File: src/rtl/phase_timer_if.sv
// Control and status bundle between the crosswalk FSM and phase_timer.
// The count width is derived from TVALUE the same way the timer derives it.
interface phase_timer_if #(
  parameter int TVALUE = 4
);
  localparam int CW = $clog2(3 * TVALUE + 1);

  logic          tr;
  logic [1:0]    multiplier;
  logic          hold;
  logic          cf;
  logic          done_pulse;
  logic          busy;
  logic [CW-1:0] count;

  // Crosswalk FSM side: issues restarts and holds, watches completion.
  modport master (
    output tr, multiplier, hold,
    input  cf, done_pulse, busy, count
  );

  // Timer side.
  modport slave (
    input  tr, multiplier, hold,
    output cf, done_pulse, busy, count
  );
endinterface

File: src/rtl/phase_timer.sv
// Phase timer: counts TVALUE*multiplier unheld edges after a restart request,
// then parks in DONE with cf high. Every output comes straight from a flop.
module phase_timer #(
  parameter int TVALUE = 4
) (
  input  logic         clk,
  input  logic         reset,
  phase_timer_if.slave bus
);
  localparam int CW = $clog2(3 * TVALUE + 1);

  typedef enum logic [1:0] {
    IDLE = 2'd0,
    RUN  = 2'd1,
    DONE = 2'd2
  } state_t;

  state_t        state_q, state_d;
  logic [1:0]    mult_q, mult_d;
  logic [CW-1:0] count_q, count_d;
  logic          cf_q, cf_d;
  logic          done_q, done_d;
  logic          busy_q, busy_d;
  logic [CW-1:0] terminal;
  logic [CW-1:0] count_inc;

  // Largest product is 3*TVALUE, which CW is sized to hold exactly.
  assign terminal  = CW'(TVALUE * int'(mult_q));
  assign count_inc = count_q + CW'(1);

  // State and output registers; reset abandons any phase in progress.
  // NOTE: sequential state uses non-blocking assignments so every flop samples pre-edge values.
  always_ff @(posedge clk or negedge reset) begin
    if (!reset) begin
      state_q <= IDLE;
      mult_q  <= 2'd0;
      count_q <= '0;
      cf_q    <= 1'b0;
      done_q  <= 1'b0;
      busy_q  <= 1'b0;
    end else begin
      state_q <= state_d;
      mult_q  <= mult_d;
      count_q <= count_d;
      cf_q    <= cf_d;
      done_q  <= done_d;
      busy_q  <= busy_d;
    end
  end

  // Next-state: restart dominates everything, otherwise run until terminal.
  // NOTE: default assignment first so no path through the block infers a latch.
  always_comb begin
    state_d = state_q;
    if (bus.tr) begin
      state_d = (bus.multiplier != 2'd0) ? RUN : DONE;
    end else begin
      case (state_q)
        IDLE:    state_d = IDLE;
        RUN:     if (!bus.hold && count_inc == terminal) state_d = DONE;
        DONE:    state_d = DONE;
        default: state_d = IDLE;
      endcase
    end
  end

  // Next output values: restart clears, counting edges advance, DONE freezes.
  always_comb begin
    mult_d  = mult_q;
    count_d = count_q;
    cf_d    = cf_q;
    done_d  = 1'b0;
    if (bus.tr) begin
      mult_d  = bus.multiplier;
      count_d = '0;
      cf_d    = (bus.multiplier == 2'd0);
      done_d  = (bus.multiplier == 2'd0);
    end else if (state_q == RUN && !bus.hold) begin
      count_d = count_inc;
      if (count_inc == terminal) begin
        cf_d   = 1'b1;
        done_d = 1'b1;
      end
    end
    busy_d = (state_d == RUN);
  end

  assign bus.count      = count_q;
  assign bus.cf         = cf_q;
  assign bus.done_pulse = done_q;
  assign bus.busy       = busy_q;
endmodule

File: src/flat_wrapper.sv
// flat-port wrapper written by rule: the top's interface ports become plain ports
module phase_timer_flat 
#(
  parameter int TVALUE = 4
)
  (clk, reset, bus_tr, bus_multiplier, bus_hold, bus_cf, bus_done_pulse, bus_busy, bus_count);
  phase_timer_if #(.TVALUE(TVALUE)) bus_i ();
  input  logic clk;
  input  logic reset;
  input wire logic [$bits(bus_i.tr)-1:0] bus_tr;
  input wire logic [$bits(bus_i.multiplier)-1:0] bus_multiplier;
  input wire logic [$bits(bus_i.hold)-1:0] bus_hold;
  output wire logic [$bits(bus_i.cf)-1:0] bus_cf;
  output wire logic [$bits(bus_i.done_pulse)-1:0] bus_done_pulse;
  output wire logic [$bits(bus_i.busy)-1:0] bus_busy;
  output wire logic [$bits(bus_i.count)-1:0] bus_count;
  assign bus_i.tr = bus_tr;
  assign bus_i.multiplier = bus_multiplier;
  assign bus_i.hold = bus_hold;
  assign bus_cf = bus_i.cf;
  assign bus_done_pulse = bus_i.done_pulse;
  assign bus_busy = bus_i.busy;
  assign bus_count = bus_i.count;
  phase_timer #(.TVALUE(TVALUE)) u_core (.clk(clk), .reset(reset), .bus(bus_i));
endmodule
File: config.mk
export PLATFORM = sky130hd
export DESIGN_NAME = phase_timer_flat
export DESIGN_NICKNAME = d
export VERILOG_FILES = /design/src/rtl/phase_timer_if.sv /design/src/rtl/phase_timer.sv /design/src/flat_wrapper.sv
export SDC_FILE = /design/constraint.sdc
export NUM_CORES = 1
export LEC_CHECK = 0
export ABC_AREA = 1
export CAP_MARGIN = 20
export CORE_MARGIN = 2
export CORE_UTILIZATION = 45
export CTS_BUF_LIST = sky130_fd_sc_hd__clkbuf_16
export DETAILED_ROUTE_END_ITERATION = 10
export HOLD_SLACK_MARGIN = 0.08
export PLACE_DENSITY_LB_ADDON = 0.25
export SLEW_MARGIN = 30
export SYNTH_ARGS = -nofsm -noshare
export SYNTH_HDL_FRONTEND = slang
export SYNTH_SLANG_ARGS = --single-unit
File: constraint.sdc
create_clock -name clk -period 3.15 [get_ports clk]
set_clock_uncertainty 0.2 [all_clocks]
set_input_delay 0.63 -clock clk [delete_from_list [all_inputs] [get_ports clk]]
set_output_delay 0.63 -clock clk [all_outputs]
set_load 0.05 [all_outputs]
==> flow_metrics.tcl <==
set metrics [dict create \
    total_of_buffers_placed_on_input_and_output_ports 12 \
    run_status "finished, final reports clean" \
    post_cts_resized 0 \
    nNetsFinal 103 \
    grt-busiest-layer "met2" \
    yosys-mux-area-fraction_pct 0 \
    coreArea_um2 1300 \
    yosys_warnings 0 \
    drive_gt1_share_pct 14.1 \
    design.die.area_um2 1690 \
    critPathBufInv 1 \
    cts.sink_count 11 \
    critical_path.endpoint_type "output port" \
    worstSetupEndpoint "bus_count[0]" \
    use_met3_pct 6.52 \
    cts_tree "built" \
    placement_row_count 13 \
    path_cells "clkdlybuf4s50_1" \
    groute.usage.overall_pct 20.5 \
    route.final.wire_length_um 1380 \
    xor_and_xnor_area_share_after_synthesis_pct 0 \
    worst_r2r_path_depth 9 \
    drv_cap 0 \
    antenna_cells 0 \
    first_pass_iters 4 \
    synth.distinct_cells 21 \
    crit_path_start_kind "flip-flop" \
    drt_drc_violations_left 0 \
    netlist_area_um2 619 \
    internal-power_mw 0.363 \
    initial_utilization_pct 47.6 \
    slew_headroom_pct 66.3 \
    grt_overflow_total 0 \
    synth.area.top_cells "sky130_fd_sc_hd__dfrtp_1, sky130_fd_sc_hd__nand2_1, sky130_fd_sc_hd__ha_1" \
    clock_insertion_delay_worst_skew_ns 0.24 \
    r2r_slack_ns 1.31 \
    crit_path_leading_delay_family "buffers and inverters" \
    worstSetupPathType "reg -> out" \
    rsz0062_at_grt "false" \
    cts.htree.levels 1 \
    yosys.area.top_type "sky130_fd_sc_hd__dfrtp_1" \
    synth_fp_nets 87 \
    timing_worst_slew_pin_value_ns 0.504 \
    finalWorstPathRequiredPeriod_ns 2.37 \
    worst-endpoint-arrival_ns 1.54 \
    wire_length_of_the_first_global_routing_pass_um 2100 \
    first_global_vias 505 \
    powerDensity_nw_per_um2 621 \
    drt_initial_violations 9 \
    regToRegStartpoint "u_core.bus.count[0]" \
    yosys.area.top_type_share_pct 44.4 \
    antenna_violating_nets_post_route 0 \
    clockRootBuffer "sky130_fd_sc_hd__clkbuf_16" \
    synth-seq-cells 11 \
    final_setup_vio_count 0 \
    globalplace.congestion 0.773 \
    cts_hold_buffers 0 \
    combPwrFrac_pct 21.8 \
    die_h_um 41.1 \
    final_hold_viol_count 0 \
    switching_share_pct 29.7 \
    die_w_um 41.1 \
    grtUsageMet2_pct 34.0 \
    worst_path_largest_cell_delay_ns 0.85 \
    pin_count_of_the_biggest_net_entering_global_routing 12 \
    total_clock_buffers_created_by_cts 3 \
    clk_pwr_share_pct 44.5 \
    power.net_switching_mw 0.153 \
    worstPathMaxFanout 8 \
    critical-path-slowest-cell "sky130_fd_sc_hd__clkdlybuf4s50_1" \
    timing.rr.end "u_core.state_q[0]" \
    synth_area_per_cell_um2 8.04 \
    post-cts-setup-buffer-count 0 \
    synth-adder-area-share_pct 8.08 \
    grt_use_met1_pct 23.7 \
    p_leak_nw 0.401 \
    dp_hpwl_um 984 \
    initial_antenna_violation_count 0 \
    synth_top_family_by_area "simple AND/OR/NAND/NOR gates" \
    vias 550 \
    seq_power_share_pct 33.7 \
    io_pins 13 \
    synth.yosys.seq_area_share_pct 44.4 \
    max-vdd-ir-drop_mv 0.469 \
    setup_tns_final_ns 0 \
    hold_path_class "reg -> reg" \
    hold_start "u_core.bus.cf" \
    path_depth 1 \
    p_total_mw 0.516 \
    postSynthCellCount 77 \
    final-max-slew-violation-count 0 \
    critical_path.startpoint "u_core.bus.count[0]" \
    synth_compound_gate_area_share_pct 9.29 \
    cts.clk_slew.worst_paths_ns 0.04 \
    min_period_over_period_pct 75.3 \
    yosys.area_share.simple_pct 28.9 \
    drt_via_density 5.14 \
    area_growth_pct 34.3 \
    max_freq_mhz 422 \
    avgRoutedWirePerCell_um 12.9 \
    cts_max_path_buffers 2 \
    critical_path_required_ns 2.32 \
]
==> layout make-up <==
cell class                 count  area [µm²]
inverter                      14        52.6
fill                         118         469
timing repair buffer          12         120
sequential                    11         275
clock buffer                   3        75.1
tap                           15        18.8
clock inverter                 1        3.75
multi-input combinational     51         287
==> worst min path at each step <==
| stage | end | slack, ns | cells past startpoint |
|---|---|---|---|
| 5_1_grt | u_core.bus.cf | 0.37 | 2 |
| 3_5_place_dp | u_core.bus.cf | 0.34 | 2 |
| 2_1_floorplan | u_core.bus.busy | 0.13 | 0 |
| 3_3_place_gp | u_core.mult_q[0] | 0.33 | 2 |
| 4_1_cts | u_core.bus.cf | 0.35 | 2 |
| 6_report | u_core.bus.cf | 0.35 | 2 |
==> Yosys cell counts <==
master	count
sky130_fd_sc_hd__nand2_1	16
sky130_fd_sc_hd__dfrtp_1	11
sky130_fd_sc_hd__inv_1	10
sky130_fd_sc_hd__nand3_1	8
sky130_fd_sc_hd__ha_1	4
sky130_fd_sc_hd__inv_2	3
sky130_fd_sc_hd__nor2_1	3
sky130_fd_sc_hd__nor2_2	3
sky130_fd_sc_hd__o21ai_0	3
sky130_fd_sc_hd__o21ai_1	3
sky130_fd_sc_hd__nand2_2	2
sky130_fd_sc_hd__nand4_1	2
sky130_fd_sc_hd__a21oi_1	1
sky130_fd_sc_hd__a21oi_2	1
sky130_fd_sc_hd__a31oi_1	1
sky130_fd_sc_hd__buf_2	1
sky130_fd_sc_hd__clkinv_1	1
sky130_fd_sc_hd__nand3_2	1
sky130_fd_sc_hd__nand3b_1	1
sky130_fd_sc_hd__nor4_1	1
sky130_fd_sc_hd__o21a_1	1
==> state kept, by name (all words and copies together), names as in the netlist <==
| register | count |
|---|---|
| u_core.state_q | 2 |
| u_core.mult_q | 2 |
| u_core.bus.cf | 1 |
| u_core.bus.busy | 1 |
| u_core.bus.count | 4 |
| u_core.bus.done_pulse | 1 |
==> placed cells by master, fill, tap and decap left out, drive strengths merged <==
master and count:
o21ai 6, nand4 2, o21a 1, clkinv 1, nor4 1, nand2 18, nand3b 1, inv 14
a31oi 1, clkbuf 3, ha 4, dfrtp 11, a21oi 2, nor2 6, clkdlybuf4s50 12, nand3 9
==> power groups by stage <==
stage / clock network [mW] / logic [mW] / registers, mW
3_5_place_dp: 0 / 0.111 / 0.176
2_1_floorplan: 0 / 0.0372 / 0.209
6_report: 0.230 / 0.113 / 0.174
3_3_place_gp: 0 / 0.110 / 0.175
4_1_cts: 0.227 / 0.113 / 0.174
5_1_grt: 0.235 / 0.120 / 0.177
==> worst register-to-register path, delay by kind of cell (launching register included) <==
family | cells | cell delay [ns]
AOI/OAI and AO/OA | 1 | 0.19
adders and majority gates | 1 | 0.28
buffers and inverters | 2 | 0.16
DFF | 1 | 0.45
and+or+nand+nor | 5 | 0.43
==> kinds of logic (layout without fill, tap and decap cells) <==
logic type | count (synthesis) | in the layout
DFF | 11 | 11
buffers and inverters | 15 | 30
AOI/OAI and AO/OA | 10 | 10
adders and majority gates | 4 | 4
and+or+nand+nor | 37 | 37
==> metal layers <==
layer	routed length (µm)	part of all wire [%]	up-vias
met5	0	0	-
li1	-	-	279
met2	680	49	13
met4	26	1.9	0
met1	619	45	253
met3	54	3.9	5
==> per-stage QoR <==
stage / cells / worst slack [ns] / instance area, µm² / util [%] / hold slack [ns]
2_1_floorplan: 77 / 1.23 / 619 / - / 0.134
3_3_place_gp: 103 / 1.05 / 753 / 57.9 / 0.332
3_5_place_dp: 103 / 1.02 / 753 / 57.9 / 0.338
4_1_cts: 107 / 0.784 / 832 / 63.9 / 0.347
5_1_grt: 107 / 0.732 / 832 / 63.9 / 0.365
6_report: 107 / 0.779 / 832 / 63.9 / 0.350
Note: power is estimated with default switching activity, not from simulation.
